$ cat src/rtl/dm9000a_bus_arbiter.sv
// Round-robin arbiter sharing the DM9000A host bus between NUM_REQ requesters.
// Each grant runs one index+data (or data-only) register access with fixed bus timing.
module dm9000a_bus_arbiter #(
  parameter int unsigned NUM_REQ   = 3,
  parameter int unsigned SETUP_CYC = 1,
  parameter int unsigned PULSE_CYC = 2,
  parameter int unsigned RECOV_CYC = 2
) (
  input  logic                    clk50,
  input  logic                    reset,
  input  logic [NUM_REQ-1:0]      req,
  input  logic [NUM_REQ-1:0]      req_lock,
  input  logic [NUM_REQ-1:0]      req_we,
  input  logic [NUM_REQ-1:0]      req_data_only,
  input  logic [8*NUM_REQ-1:0]    req_addr,
  input  logic [16*NUM_REQ-1:0]   req_wdata,
  output logic [NUM_REQ-1:0]      grant,
  output logic [NUM_REQ-1:0]      ack,
  output logic [15:0]             rdata,
  output logic                    busy,
  output logic [15:0]             enet_data_out,
  output logic                    enet_data_oe,
  input  logic [15:0]             enet_data_in,
  output logic                    enet_cmd,
  output logic                    enet_cs_n,
  output logic                    enet_rd_n,
  output logic                    enet_wr_n
);

  localparam int unsigned IdxW = (NUM_REQ > 1) ? $clog2(NUM_REQ) : 1;
  localparam int unsigned CntW = 8;

  localparam logic [CntW-1:0] SetupLd = CntW'(SETUP_CYC - 1);
  localparam logic [CntW-1:0] PulseLd = CntW'(PULSE_CYC - 1);
  localparam logic [CntW-1:0] RecovLd = CntW'(RECOV_CYC - 1);

  localparam logic [2:0] StIdle     = 3'd0;
  localparam logic [2:0] StIdxSetup = 3'd1;
  localparam logic [2:0] StIdxPulse = 3'd2;
  localparam logic [2:0] StIdxRecov = 3'd3;
  localparam logic [2:0] StDatSetup = 3'd4;
  localparam logic [2:0] StDatPulse = 3'd5;
  localparam logic [2:0] StDatRecov = 3'd6;
  localparam logic [2:0] StDone     = 3'd7;

  logic [2:0]         state_q, state_d;
  logic [CntW-1:0]    cnt_q, cnt_d;
  logic [IdxW-1:0]    ptr_q, ptr_d;
  logic [IdxW-1:0]    owner_q, owner_d;
  logic [NUM_REQ-1:0] grant_q, grant_d;
  logic [7:0]         addr_q, addr_d;
  logic [15:0]        wdata_q, wdata_d;
  logic               we_q, we_d;
  logic               data_only_q, data_only_d;
  logic [15:0]        rdata_q, rdata_d;

  logic               win_valid;
  logic [IdxW-1:0]    win_idx;
  logic [IdxW-1:0]    cand;
  int unsigned        sum;

  logic               load_en;
  logic [IdxW-1:0]    load_idx;

  // First set request at or after the pointer, wrapping modulo NUM_REQ.
  always_comb begin
    win_valid = 1'b0;
    win_idx   = '0;
    cand      = '0;
    sum       = 0;
    for (int unsigned k = 0; k < NUM_REQ; k++) begin
      sum = 32'(ptr_q) + k;
      if (sum >= NUM_REQ) begin
        sum = sum - NUM_REQ;
      end
      cand = IdxW'(sum);
      if (!win_valid && req[cand]) begin
        win_valid = 1'b1;
        win_idx   = cand;
      end
    end
  end

  always_comb begin
    state_d     = state_q;
    cnt_d       = cnt_q;
    ptr_d       = ptr_q;
    owner_d     = owner_q;
    grant_d     = grant_q;
    addr_d      = addr_q;
    wdata_d     = wdata_q;
    we_d        = we_q;
    data_only_d = data_only_q;
    rdata_d     = rdata_q;
    load_en     = 1'b0;
    load_idx    = '0;

    case (state_q)
      StIdle: begin
        if (win_valid) begin
          load_en  = 1'b1;
          load_idx = win_idx;
          owner_d  = win_idx;
          grant_d  = '0;
          grant_d[win_idx] = 1'b1;
          if (32'(win_idx) == NUM_REQ - 1) begin
            ptr_d = '0;
          end else begin
            ptr_d = win_idx + 1'b1;
          end
          state_d = req_data_only[win_idx] ? StDatSetup : StIdxSetup;
          cnt_d   = SetupLd;
        end
      end

      StIdxSetup: begin
        if (cnt_q == '0) begin
          state_d = StIdxPulse;
          cnt_d   = PulseLd;
        end else begin
          cnt_d = cnt_q - 1'b1;
        end
      end

      StIdxPulse: begin
        if (cnt_q == '0) begin
          state_d = StIdxRecov;
          cnt_d   = RecovLd;
        end else begin
          cnt_d = cnt_q - 1'b1;
        end
      end

      StIdxRecov: begin
        if (cnt_q == '0) begin
          state_d = StDatSetup;
          cnt_d   = SetupLd;
        end else begin
          cnt_d = cnt_q - 1'b1;
        end
      end

      StDatSetup: begin
        if (cnt_q == '0) begin
          state_d = StDatPulse;
          cnt_d   = PulseLd;
        end else begin
          cnt_d = cnt_q - 1'b1;
        end
      end

      StDatPulse: begin
        if (cnt_q == '0) begin
          // Sample read data on the last strobe-low cycle.
          if (!we_q) begin
            rdata_d = enet_data_in;
          end
          state_d = StDatRecov;
          cnt_d   = RecovLd;
        end else begin
          cnt_d = cnt_q - 1'b1;
        end
      end

      StDatRecov: begin
        if (cnt_q == '0) begin
          state_d = StDone;
          cnt_d   = '0;
        end else begin
          cnt_d = cnt_q - 1'b1;
        end
      end

      StDone: begin
        // A locked owner still requesting chains straight into its next access.
        if (req_lock[owner_q] && req[owner_q]) begin
          load_en  = 1'b1;
          load_idx = owner_q;
          state_d  = req_data_only[owner_q] ? StDatSetup : StIdxSetup;
          cnt_d    = SetupLd;
        end else begin
          grant_d = '0;
          state_d = StIdle;
        end
      end

      default: begin
        grant_d = '0;
        state_d = StIdle;
      end
    endcase

    if (load_en) begin
      addr_d      = req_addr[{load_idx, 3'b000} +: 8];
      wdata_d     = req_wdata[{load_idx, 4'b0000} +: 16];
      we_d        = req_we[load_idx];
      data_only_d = req_data_only[load_idx];
    end
  end

  always_ff @(posedge clk50) begin
    if (reset) begin
      state_q     <= StIdle;
      cnt_q       <= '0;
      ptr_q       <= '0;
      owner_q     <= '0;
      grant_q     <= '0;
      addr_q      <= '0;
      wdata_q     <= '0;
      we_q        <= 1'b0;
      data_only_q <= 1'b0;
      rdata_q     <= '0;
    end else begin
      state_q     <= state_d;
      cnt_q       <= cnt_d;
      ptr_q       <= ptr_d;
      owner_q     <= owner_d;
      grant_q     <= grant_d;
      addr_q      <= addr_d;
      wdata_q     <= wdata_d;
      we_q        <= we_d;
      data_only_q <= data_only_d;
      rdata_q     <= rdata_d;
    end
  end

  logic in_idx;
  logic in_dat;

  // Bus pins decode from registered state only, so no input reaches them combinationally.
  always_comb begin
    in_idx = (state_q == StIdxSetup) || (state_q == StIdxPulse) || (state_q == StIdxRecov);
    in_dat = (state_q == StDatSetup) || (state_q == StDatPulse) || (state_q == StDatRecov);

    grant         = grant_q;
    ack           = (state_q == StDone) ? grant_q : '0;
    rdata         = rdata_q;
    busy          = (state_q != StIdle);
    enet_cs_n     = !(in_idx || in_dat);
    enet_cmd      = in_dat;
    enet_data_oe  = in_idx || (in_dat && we_q);
    enet_wr_n     = !((state_q == StIdxPulse) || ((state_q == StDatPulse) && we_q));
    enet_rd_n     = !((state_q == StDatPulse) && !we_q);
    enet_data_out = '0;
    if (in_idx) begin
      enet_data_out = {8'h00, addr_q};
    end else if (in_dat && we_q) begin
      enet_data_out = wdata_q;
    end
  end

endmodule

$ cat config.mk
export PLATFORM = sky130hd
export DESIGN_NAME = dm9000a_bus_arbiter
export DESIGN_NICKNAME = d
export VERILOG_FILES = /design/src/rtl/dm9000a_bus_arbiter.sv
export SDC_FILE = /design/constraint.sdc
export NUM_CORES = 1
export LEC_CHECK = 0
export CAP_MARGIN = 15
export CORE_MARGIN = 3
export CORE_UTILIZATION = 39
export DETAILED_ROUTE_END_ITERATION = 8
export GPL_TIMING_DRIVEN = 0
export HOLD_SLACK_MARGIN = 0.12
export PLACE_DENSITY = 0.78
export SYNTH_ARGS = -nofsm -noshare
export SYNTH_HDL_FRONTEND = slang
export SYNTH_SLANG_ARGS = --single-unit
$ cat constraint.sdc
create_clock -name clk50 -period 2.2 [get_ports clk50]
set_input_delay 0.44 -clock clk50 [delete_from_list [all_inputs] [get_ports clk50]]
set_output_delay 0.44 -clock clk50 [all_outputs]
set_load 0.02 [all_outputs]
==> flow_summary_export.csv, run 1 <==
group,metric,value,unit
timing,maxSlewHeadroom,0.576,
drt,drtAntennaViolNets,0,
pwr,pwr-share-comb,0.671,
timing,slew_violations,0,
critical_path,critPathArrivalTime,2.57,ns
timing,fin_crit,2.35,ns
drt,drc,0,
critical_path,crit_buf_inv,3,
clock_tree,cts_buffers,9,
grt,grt_pass1_wl,18900,um
clock_tree,clkTransAtPathRegs,0.07,ns
clock_tree,cts-root-buf,"clkbuf_8",
critical_path,regToRegStartpoint,"ptr_q[0]",
finish,drive_gt1_frac,0.255,
floorplanning,start_util,0.405,
logic_synthesis,synth_area_per_cell,8.27,um2
critical_path,critical_path.slowest_cell,"a311oi_4",
logic_synthesis,yosys.area.top_type_share,0.351,
pwr,p_per_area,1350,nW/um2
pwr,clkPwrFrac,0.129,
grt,grt_pass1_vias,3904,
pwr,p_sw_frac,0.447,
logic_synthesis,synth_flop_cell,"dfxtp_1",
grt,grt_usage,0.236,
critical_path,worst-path-stages,10,
timing,finalClockSkew,0.0118,ns
timing,finalHoldViolCount,0,
min_path,hold_path.startpoint,"wdata_q[8]",
logic_synthesis,ys_seq_area_frac,0.351,
clock_tree,clkLatencyLatePin,0.35,ns
finish,antenna_cells,0,
pwr,leakage,2.10,nW
critical_path,worst_path_largest_cell_delay,0.44,ns
drt,routed_wl,12500,um
critical_path,path_class,"flip-flop to flip-flop",
critical_path,start_kind,"flip-flop",
logic_synthesis,netlist_area,3360,um2
floorplanning,core_area,8300,um2
run_status,violations,"setup timing",
clock_tree,hold_buffers,0,
placement,gp_congestion,0.871,
logic_synthesis,synthTopCellsByArea,"dfxtp_1 (35%), nand2_1 (7.8%), o221ai_1 (5.2%)",
drt,viasPerCell,5.65,
grt,grt_max_degree,13,
floorplanning,fp.dieH,98.9,um
timing,worst_pin_slew,0.637,ns
drt,firstDrtPassIters,5,
clock_tree,htree_levels,3,
critical_path,cp_cell_sequence,"inv_4 -> ha_4 -> nand2b_1 -> a211o_1 -> a311oi_4 -> a22oi_4 -> buf_12 -> buf_12 -> o221ai_2 -> o21ai_1",
timing,hold_ws,0.443,ns
clock_tree,cts_buffer_depth,2,
timing,finalSetupViolations,26,
logic_synthesis,synth_top_area_cell,"dfxtp_1",
timing,layout_worst_path_cycle_share,1.07,
timing,fmax,0.426,GHz
pwr,seqPwrFrac,0.200,
grt,grt-ovfl-total,0,
floorplanning,dieWidth,98.9,um
finish,syn2layout_area_growth,72.3,%
pwr,p_int,0.00433,W
finish,finalNetCount,692,
critical_path,critPathCaptureType,"flip-flop",
placement,io_buffers,145,
clock_tree,cts_tree,"yes",
timing,worst_slack,-0.148,ns
logic_synthesis,yosysWarnings,0,
critical_path,required,2.43,ns
critical_path,path_common_cell,"buf_12",
logic_synthesis,synthesis.nets,515,
pwr,ir_worst_vdd,614,uV
floorplanning,rows,33,
job,maxCapViolCount,0,
critical_path,crit_path_max_fanout,5,
logic_synthesis,synthCells,407,
logic_synthesis,ys_ff_latch,59,
floorplanning,dieArea,9780,um2
pwr,switchingPower,0.00350,W
clock_tree,clock_sinks,59,
logic_synthesis,async_flop_share,0,
critical_path,reg2reg_depth,10,
floorplanning,io_pins,146,
min_path,whs_path_depth,2,
logic_synthesis,yosys-top-cells-count,"nand2_1 (70), dfxtp_1 (59), a21oi_1 (30)",
timing,grt_setup_unrepaired,"yes",
critical_path,crit_family,"compound AO/OA/AOI/OAI gates",
drt,vias,3924,
drt,dr.first_iter.drc_count,265,
logic_synthesis,synth.distinct_cells,58,
logic_synthesis,yosysMostFrequentCell,"nand2_1",
run_status,status,"complete, but fails checks",
drt,avgRoutedWirePerCell,18.0,um
placement,hpwl,8010,um
min_path,hold_path_class,"flip-flop to flip-flop",
grt,antenna_found_initial,0,
critical_path,cp-startpoint,"ptr_q[0]",
logic_synthesis,synth-edff-count,0,
placement,dp_slack,-0.653,ns
-- power by group through the flow --
stage	clock, W	sequential [W]	combinational, W
after global placement	0	0.00155	0.00371
after global routing	0.00107	0.00159	0.00562
after detailed placement	0	0.00156	0.00379
after CTS	0.00102	0.00154	0.00473
after floorplan	0	0.00156	0.00272
final	0.00101	0.00156	0.00526
-- layout make-up --
class                   instances  area (um2)
fillers                       636        2500
multi-input cells             311        2360
repair buffers                171        1660
flip-flops and latches         59        1190
plain buffers                  23         215
well taps                     105         131
clock buffers                   9         124
clock inverters                 7        77.6
inverters                       9        36.3
-- cells by family after synthesis --
logic type	count (synthesis)	synth area share
and+or+nand+nor	170	0.255
DFF	59	0.351
buffers and inverters	37	0.0569
AOI/OAI and AO/OA	120	0.270
adders and majority gates	7	0.0253
muxes	7	0.0234
xor gates and xnor gates	7	0.0182
-- routing by layer --
metal	track usage	vias up	wire, um
li1	-	1845	-
met1	0.286	1854	4890
met2	0.401	190	6330
met3	0.0531	35	925
met4	0.0977	0	350
met5	0	-	0
-- tightest hold or removal path: cells and delay by family (launching register included) --
family | cells | cell delay [ns]
flops | 1 | 0.31
simple gates | 1 | 0.05
compound gates | 1 | 0.05
-- worst paths after layout --
| check | slack, ns | endpoint |
|---|---|---|
| hold reg to reg | 0.44 | wdata_q[8] |
| hold / removal | 0.44 | wdata_q[8] |
| setup / recovery | -0.15 | addr_q[7] |
| setup reg to reg | -0.15 | addr_q[7] |
-- layout by cell type (no fill, tap or decap), drive strengths merged, types with 4 or more instances in the layout --
cell type      netlist  final
clkdlybuf4s15        0      7
ha                   6      6
nand3                4      4
clkinvlp             0      4
dlygate4sd2          0     10
inv                  9     10
mux2i                6      6
a22o                 8      8
o221ai              25     25
xnor2                7      7
buf                 18     42
nor2                22     22
and3                10     10
dfxtp               59     59
nand2               70     70
a21oi               31     31
clkdlybuf4s50        0    117
and2                 4      4
o21ai               35     35
nor2b                5      5
nor3                34     34
clkbuf              10     25
-- repair_timing --
action | CTS | global route
gates cloned | 4 | 0
setup buffers | 20 | 3
pin swaps | 27 | 20
setup endpoints to repair | 62 | 66
gates resized for setup | 108 | 51
-- per-stage QoR --
stage | instance area (um2) | util | instances | power, W | setup TNS (ns)
after floorplan | 3440 | - | 407 | 0.00428 | 0
after global placement | 5030 | 0.606 | 657 | 0.00526 | -24.86
after detailed placement | 5030 | 0.606 | 657 | 0.00535 | -26.78
after CTS | 5650 | 0.680 | 694 | 0.00729 | -1.23
after global routing | 5800 | 0.698 | 694 | 0.00827 | -5.82
final | 5800 | 0.698 | 694 | 0.00783 | -2.60
-- flip-flops by register name (all words and copies together) (netlist names) --
register,cells
grant,3
owner_q,2
ptr_q,2
we_q,1
cnt_q,8
state_q,3
addr_q,8
wdata_q,16
rdata,16
Note: power is estimated with default switching activity, not from simulation.
==> inputs of run 2 (changes only) <==
Settings changed: CORE_MARGIN 3 to 1.
==> run 2 against run 1 <==
Effect of this change: the run still ends with setup timing left; clock power up 11%; first-iteration DRC count down 24%; fmax up 0.49%; final area up 0.56%; via count down 1.3%; critical path type unchanged; largest cell class unchanged.
==> flow_summary_export.csv, run 2 (synthesized netlist as in run 1, its figures left out) <==
group,metric,value,unit
run_status,status,"complete, but fails checks",
run_status,violations,"setup timing",
drt,viasPerCell,5.55,
job,maxCapViolCount,0,
critical_path,path_class,"flip-flop to flip-flop",
finish,syn2layout_area_growth,73.2,%
critical_path,critPathArrivalTime,2.61,ns
critical_path,required,2.48,ns
critical_path,reg2reg_depth,11,
grt,grt_pass1_wl,17300,um
floorplanning,fp.dieH,94.9,um
clock_tree,htree_levels,3,
floorplanning,start_util,0.405,
critical_path,start_kind,"flip-flop",
finish,layout_common_cells,"clkdlybuf4s50_1 (118), nand2_1 (70), dfxtp_1 (56), buf_4 (29)",
timing,layout_worst_path_cycle_share,1.06,
floorplanning,core_area,8300,um2
floorplanning,dieWidth,94.9,um
grt,antenna_found_initial,0,
finish,final_common_cell,"clkdlybuf4s50_1",
critical_path,worst_path_largest_cell_delay,0.38,ns
drt,avgRoutedWirePerCell,16.8,um
pwr,leakage,2.15,nW
critical_path,path_common_cell,"buf_12",
drt,drtAntennaViolNets,0,
grt,grt_pass1_vias,3742,
floorplanning,dieArea,9000,um2
min_path,worst_hold_path.endpoint,"wdata_q[9]",
timing,worst_pin_slew,0.613,ns
pwr,ir_worst_vdd,856,uV
finish,fin_util,0.702,
timing,slew_violations,0,
timing,fmax,0.428,GHz
drt,dr.first_iter.drc_count,202,
pwr,seqPwrFrac,0.198,
pwr,pwr-share-comb,0.660,
finish,antenna_cells,0,
pwr,p_per_area,1360,nW/um2
drt,routed_wl,11700,um
critical_path,cp_cell_sequence,"inv_4 -> ha_4 -> buf_12 -> mux2i_4 -> or2_4 -> a31o_4 -> a32oi_4 -> buf_12 -> buf_8 -> o221ai_2 -> o21ai_1",
grt,grt-ovfl-total,0,
clock_tree,clkLatencyLatePin,0.34,ns
placement,hpwl,7880,um
grt,grt_usage,0.249,
pwr,clkPwrFrac,0.142,
placement,gp_congestion,0.870,
timing,fin_crit,2.34,ns
min_path,hold_path_class,"flip-flop to flip-flop",
drt,drc,0,
placement,io_buffers,145,
finish,drive_gt1_frac,0.255,
clock_tree,cts-root-buf,"clkbuf_8",
timing,hold_ws,0.446,ns
floorplanning,rows,33,
critical_path,critPathCaptureType,"flip-flop",
clock_tree,cts_tree,"yes",
placement,dp_slack,-0.682,ns
timing,finalClockSkew,0.00514,ns
critical_path,regToRegStartpoint,"ptr_q[1]",
pwr,switchingPower,0.00342,W
drt,vias,3874,
pwr,p_int,0.00450,W
grt,grt_max_degree,13,
timing,finalHoldViolCount,0,
critical_path,rr_endpoint,"wdata_q[2]",
pwr,p_sw_frac,0.432,
clock_tree,cts_buffer_depth,2,
critical_path,reg2reg_slack,-0.14,ns
critical_path,critical_path.slowest_cell,"dfxtp_4",
min_path,hold_path.startpoint,"wdata_q[9]",
floorplanning,io_pins,146,
finish,finalNetCount,696,
clock_tree,clkTransAtPathRegs,0.07,ns
clock_tree,cts_buffers,9,
timing,worst_slack,-0.137,ns
clock_tree,clock_sinks,59,
timing,grt_setup_unrepaired,"yes",
timing,maxSlewHeadroom,0.591,
timing,finalSetupViolations,27,
drt,firstDrtPassIters,4,
min_path,whs_path_depth,2,
finish,fill_cells,625,
critical_path,crit_path_max_fanout,6,
## run 2: per-stage QoR
step / instance area [um2] / instances / power (W) / setup TNS, ns
after floorplan: 3440 / 407 / 0.00428 / 0
after global placement: 5030 / 657 / 0.00526 / -24.92
after detailed placement: 5030 / 657 / 0.00537 / -28.03
after CTS: 5620 / 688 / 0.00734 / -1.63
after global routing: 5830 / 698 / 0.00835 / -5.81
final: 5830 / 698 / 0.00792 / -2.59
## run 2: critical path, delay by kind of cell, from the launching register on
family,cells,cell delay (ns)
flops,1,0.38
buf+inv,4,0.46
simple gates,1,0.28
mux,1,0.19
compound gates,4,0.77
fa+ha+maj,1,0.19
## run 2: worst max path at each step
stage | start | endpoint | slack, ns
detailed placement | req[0] | wdata_q[6] | -0.68
CTS | ptr_q[0] | addr_q[5] | -0.11
floorplan | ptr_q[1] | wdata_q[11] | 0.006
global placement | req[0] | wdata_q[7] | -0.61
global route | ptr_q[0] | addr_q[7] | -0.22
finish | ptr_q[1] | wdata_q[2] | -0.14
## run 2: power by group through the flow
stage	logic (W)	registers, W	clock network (W)
2_1_floorplan	0.00272	0.00156	0
3_3_place_gp	0.00372	0.00155	0
3_5_place_dp	0.00381	0.00156	0
4_1_cts	0.00465	0.00155	0.00114
5_1_grt	0.00558	0.00160	0.00118
6_report	0.00523	0.00157	0.00112
## run 2: cell type report
class	instances	area (um2)	area share
timing repair buffer	174	1700	0.292
clock inverter	7	100	0.0172
sequential	59	1190	0.204
multi-input combinational	311	2340	0.402
inverter	9	38.8	0.00666
clock buffer	9	124	0.0213
tap	105	131	0.0225
buffer	24	201	0.0346
## run 2: what timing repair did
item,4_1_cts,5_1_grt
pin swaps,17,19
resized for setup,98,50
hold buffers,0,0
setup endpoints to repair,62,65
gates cloned,1,2
setup buffers,17,9
## run 2: per-layer routing
layer,global-route usage,vias to the layer above,wire length [um]
met3,0.0564,25,802
met2,0.444,156,6060
met1,0.287,1844,4540
met5,0,-,0
met4,0.0934,0,293
li1,-,1849,-
==> RTL edit 1: new RTL, config.mk and constraints of run 2 <==
Set the parameter `NUM_REQ` to 5 (it was 3).
--- a/src/rtl/dm9000a_bus_arbiter.sv
+++ b/src/rtl/dm9000a_bus_arbiter.sv
@@ -1,7 +1,7 @@
 // Round-robin arbiter sharing the DM9000A host bus between NUM_REQ requesters.
 // Each grant runs one index+data (or data-only) register access with fixed bus timing.
 module dm9000a_bus_arbiter #(
-  parameter int unsigned NUM_REQ   = 3,
+  parameter int unsigned NUM_REQ   = 5,
   parameter int unsigned SETUP_CYC = 1,
   parameter int unsigned PULSE_CYC = 2,
   parameter int unsigned RECOV_CYC = 2
Ports: changed (8 resized); port bits go from 146 to 206. The function was not compared with the original's and may differ.
==> RTL edit 1 against run 2 <==
  * The flow still finishes with violations (setup timing)
  * Total power grew 72%
  * Utilization is 0.17 points lower
  * Cell area is 45% higher
  * Worst setup slack worse by 1.5 ns
  * Final cell count is 44% higher
  * Sequential cell count up 4
  * First-iteration DRC count is 66% higher
  * Critical endpoint is now wdata_q[7]$_SDFFE_PP0P_
  * Hold slack better by 0.044 ns
  * Routed wire length increased by 66%
  * Clock skew grew 0.0026 ns
  * Synthesized area is 44% higher
  * Critical path type unchanged
==> RTL edit 1: results (changes against run 2) <==
stage,metric,value,unit,change
status,status,finished with violations,,
status,violations,setup timing,,
timing,whs,0.4902,ns,+0.04442 ns
critical_path,cpLargestDelayFamily,multiplexers,,
grt,grt_pass1_vias,5618,,+50%
yosys,syn-num-nets,747,,+45%
critical_path,critPathArrivalTime,4.06,ns,+1.45 ns
place,dp_hpwl,13730,um,+74%
hold_path,min_from,addr_q[5]$_SDFFE_PP0P_,,
yosys,yosys-top-cells-area,"dfxtp_1, mux2i_1, mux2_2",,
critical_path,startpoint,ptr_q[0]$_SDFFE_PP0P_,,
finish,layout-drive-gt1-share,0.2859,,+0.03125
yosys,syn_inst,577,,+42%
grt,grt_usage,0.2869,,+0.03827
grt,grt_use_met2,0.5260,,+0.08177
critical_path,r2r_cells,16,,+5
grt,grt_use_met3,0.06004,,+0.003682
yosys,synth_mux_area_frac,0.1612,,+0.1378
yosys,synth_commonest_cells,"dfxtp_1, nand2_1, mux2i_1, nor2_1, a21oi_1",,
timing,skew,0.007744,ns,+0.002607 ns
timing,setup_tns,-65.52,ns,-62.93 ns
critical_path,cp_max_fo,10,,+4
finish,design_area,8449,um2,+45%
detailed_routing,totalWireLength,19420,um,+66%
timing,max_slew_margin,0.4132,,-0.1778
place,io_buffer_count,203,,+40%
place,place_ws,-2.213,ns,-1.532 ns
pwr,power.leakage,3.529,nW,+64%
grt,grt_max_degree,14,,+1
timing,finalSetupViolations,47,,+74%
place,gp_congestion,0.8995,,+3.4%
yosys,synth_compound_area_frac,0.2512,,-0.01876
grt,met1_usage,0.3294,,+0.04269
pwr,vdd_ir_drop_max,1018,uV,+19%
yosys,yosysSeqAreaShare,0.2600,,-0.09107
place,place_area,7224,um2,+44%
pwr,swShare,0.4473,,+0.01541
yosys,synth.distinct_cells,74,,+28%
critical_path,cpPeakStageDelay,0.54,ns,+0.16 ns
critical_path,worstReg2RegStart,ptr_q[0]$_SDFFE_PP0P_,,
pwr,p_comb,10.4,mW,+99%
detailed_routing,wire_per_inst,19.34,um,+15%
finish,fillCellCount,884,,+41%
timing,fin_ws,-1.654,ns,-1.517 ns
pwr,intPower,7.543,mW,+68%
RTL edit 1: cell types whose count changed in the layout (fill, tap and decap cells not counted), sizes merged, moves of 17 or more:
cell,run 2,this run
o221ai,25,2
o211ai,2,21
a211oi,1,18
buf,45,72
nor2,22,50
clkdlybuf4s50,118,177
mux2,1,21
a22oi,2,20
nor3,34,8
mux2i,6,50
RTL edit 1: layout make-up:
class,count,area share
multi-input cells,461,0.4561
well taps,168,0.02488
plain buffers,34,0.04161
clock inverters,6,0.008589
inverters,16,0.01007
clock buffers,10,0.02962
flip-flops and latches,63,0.1505
repair buffers,246,0.2787
RTL edit 1: worst min-delay path, delay by kind of cell (launching register included):
kind             cells  cell delay [ns]
flip-flops           1             0.31
AND/OR/NAND/NOR      1             0.07
AO/OA/AOI/OAI        1             0.06
RTL edit 1: what timing repair did:
action,in CTS,in global routing
hold buffers,0,0
gates cloned,1,2
gates resized for setup,117,111
endpoints found under the setup margin,84,83
pin swaps,16,38
buffers inserted,25,19
==> RTL edit 2: new RTL, flow settings as in run 2 <==
Without the edit above. Reset style: asynchronous (`reset`), changed in one clocked block.
--- a/src/rtl/dm9000a_bus_arbiter.sv
+++ b/src/rtl/dm9000a_bus_arbiter.sv
@@ -198,7 +198,7 @@
     end
   end
 
-  always_ff @(posedge clk50) begin
+  always_ff @(posedge clk50 or posedge reset) begin
     if (reset) begin
       state_q     <= StIdle;
       cnt_q       <= '0;
Behaviour: differs if reset is asserted again (counterexample within 4 cycles, from zero or initial values and one cycle with reset high); with reset held inactive, the same outputs for 10 cycles.
==> RTL edit 2 against run 2 <==
  * The flow still finishes with violations (setup timing)
  * Global-route usage up 3.6 points
  * Synthesized area up 20%
  * Total power up 30%
  * Critical path depth unchanged
  * Sequential cell count unchanged
  * Cell area up 21%
  * Count of clock-buffer cells in the layout up 1
  * Worst setup slack worse by 0.26 ns
  * Via count up 21%
  * Routed wire length up 36%
==> RTL edit 2: results (changes against run 2) <==
stage,metric,value,unit,change
detailed_routing,met2WireLength,7753,um,+28%
detailed_routing,vias,4669,,+21%
yosys,synth_flop_cell,dfrtp_1,,
yosys,syn_avg_cell_area,8.900,um2,+7.7%
place,gp_congestion,0.8627,,-0.80%
timing,finalSetupViolations,55,,+100%
timing,tightest_slew,0.5647,ns,-0.04875 ns
timing,setup_tns,-13.17,ns,-10.59 ns
grt,grt_usage,0.2845,,+0.03586
pwr,power.leakage,2.842,nW,+32%
grt,grt_max_degree,36,,+23
finish,layout-drive-gt1-share,0.3031,,+0.04844
place,dp_hpwl,9984,um,+27%
finish,fillCellCount,713,,+14%
critical_path,cpPeakStageDelay,0.41,ns,+0.03 ns
critical_path,slowest_stage,dfrtp_1,,
detailed_routing,met1Wirelength,6035,um,+33%
finish,nets,754,,+8.3%
status,status,finished with violations,,
place,place_area,5957,um2,+18%
detailed_routing,totalWireLength,15860,um,+36%
yosys,synth_adder_area_share,0.01866,,-0.006626
yosys,syn-num-nets,560,,+8.7%
critical_path,worstReg2RegEnd,wdata_q[9]$_DFFE_PP0P_,,
pwr,vdd_ir_drop_max,821.2,uV,-4.0%
finish,n_antenna_cell,0,,unchanged
yosys,yosysSeqAreaShare,0.3670,,+0.01597
grt,grt_pass1_wl,24080,um,+39%
yosys,synth_commonest_cells,"dfrtp_1, nand2_1, nor2b_1",,
grt,grt_pass1_vias,4785,,+28%
yosys,synth_mux_area_frac,0.07247,,+0.04904
yosys,synth.distinct_cells,56,,-3.4%
detailed_routing,drt_iter0_drc,383,,+90%
pwr,switchingPower,4.690,mW,+37%
detailed_routing,drt-pass1-iter-count,5,,+1
detailed_routing,wl_met3,1283,um,+60%
critical_path,worstReg2RegStart,ptr_q[1]$_DFFE_PP0P_,,
yosys,async_reset_ff_frac,1.000,,+1.000
timing,skew,0.008749,ns,+0.003611 ns
timing,fin_ws,-0.4012,ns,-0.2642 ns
hold_path,hp-class,input pin to async pin,,
critical_path,critPathArrivalTime,2.89,ns,+0.28 ns
yosys,synth-xor-area-share,0.002177,,-0.01605
critical_path,cp_max_fo,10,,+4
yosys,yosys-top-cells-area,"dfrtp_1, a211o_1, nor2b_1",,
status,violations,setup timing,,
yosys,synth_compound_area_frac,0.2059,,-0.06408
## RTL edit 2: cell count changes in the layout (fill, tap and decap cells not counted), moves of 26 or more
| cell | before | now |
|---|---|---|
| nor2b_1 | 4 | 32 |
| nand2_1 | 70 | 33 |
| dfxtp_1 | 56 | 0 |
| dfrtp_1 | 0 | 56 |
| a31oi_1 | 0 | 26 |
| nand4_1 | 1 | 27 |
## RTL edit 2: what timing repair did
item / in CTS / in global routing
gates resized for setup: 157 / 44
setup buffers: 31 / 7
gates cloned: 6 / 0
pin swaps: 40 / 19
setup endpoints to repair: 83 / 79
## RTL edit 2: layout make-up
class / count / area (um2) / area share
plain buffers: 31 / 326.6 / 0.04648
clock buffers: 10 / 137.6 / 0.01959
clock inverters: 5 / 77.57 / 0.01104
inverters: 8 / 32.53 / 0.004630
multi-input cells: 348 / 2974 / 0.4233
flip-flops and latches: 59 / 1480 / 0.2107
well taps: 133 / 166.4 / 0.02369
repair buffers: 189 / 1831 / 0.2606
## RTL edit 2: per-layer routing
metal | global-route usage | vias to the layer above
li1 | - | 2079
met1 | 0.3309 | 2232
met2 | 0.4875 | 282
met3 | 0.06923 | 76
met4 | 0.1429 | 0
met5 | 0 | -
## RTL edit 2: kinds of logic (layout without fill, tap and decap cells)
logic type      Yosys count  count (layout)
flops                    59              59
mux                      23              23
buf+inv                  45             243
fa+ha+maj                 6               6
xor+xnor                  1               1
compound gates          113             113
simple gates            205             205
## RTL edit 2: power groups by stage
stage | registers (mW) | clock network [mW] | logic, mW
after global placement | 1.74 | 0 | 5.23
after global routing | 1.85 | 1.17 | 7.77
after floorplan | 1.79 | 0 | 3.62
after CTS | 1.77 | 1.13 | 6.65
final | 1.81 | 1.13 | 7.37
after detailed placement | 1.76 | 0 | 5.37
## RTL edit 2: worst max path at each step
stage	start	endpoint	slack, ns	cells past startpoint
after global placement	req[2]	addr_q[3]$_DFFE_PP0P_	-0.86	9
final	ptr_q[1]$_DFFE_PP0P_	wdata_q[9]$_DFFE_PP0P_	-0.40	11
after floorplan	ptr_q[1]$_DFFE_PP0P_	addr_q[0]$_DFFE_PP0P_	-0.15	9
after detailed placement	req[2]	addr_q[1]$_DFFE_PP0P_	-0.92	9
after global routing	req[2]	wdata_q[9]$_DFFE_PP0P_	-0.41	9
after CTS	ptr_q[1]$_DFFE_PP0P_	wdata_q[8]$_DFFE_PP0P_	-0.35	9
## RTL edit 2: per-stage QoR
step,cells,util,hold slack [ns]
final,783,0.7122,0.4389
after global routing,783,0.7122,0.4876
after CTS,778,0.6901,0.4633
after detailed placement,731,0.6039,0.4812
after global placement,730,0.6019,0.4732
after floorplan,452,-,0.4515
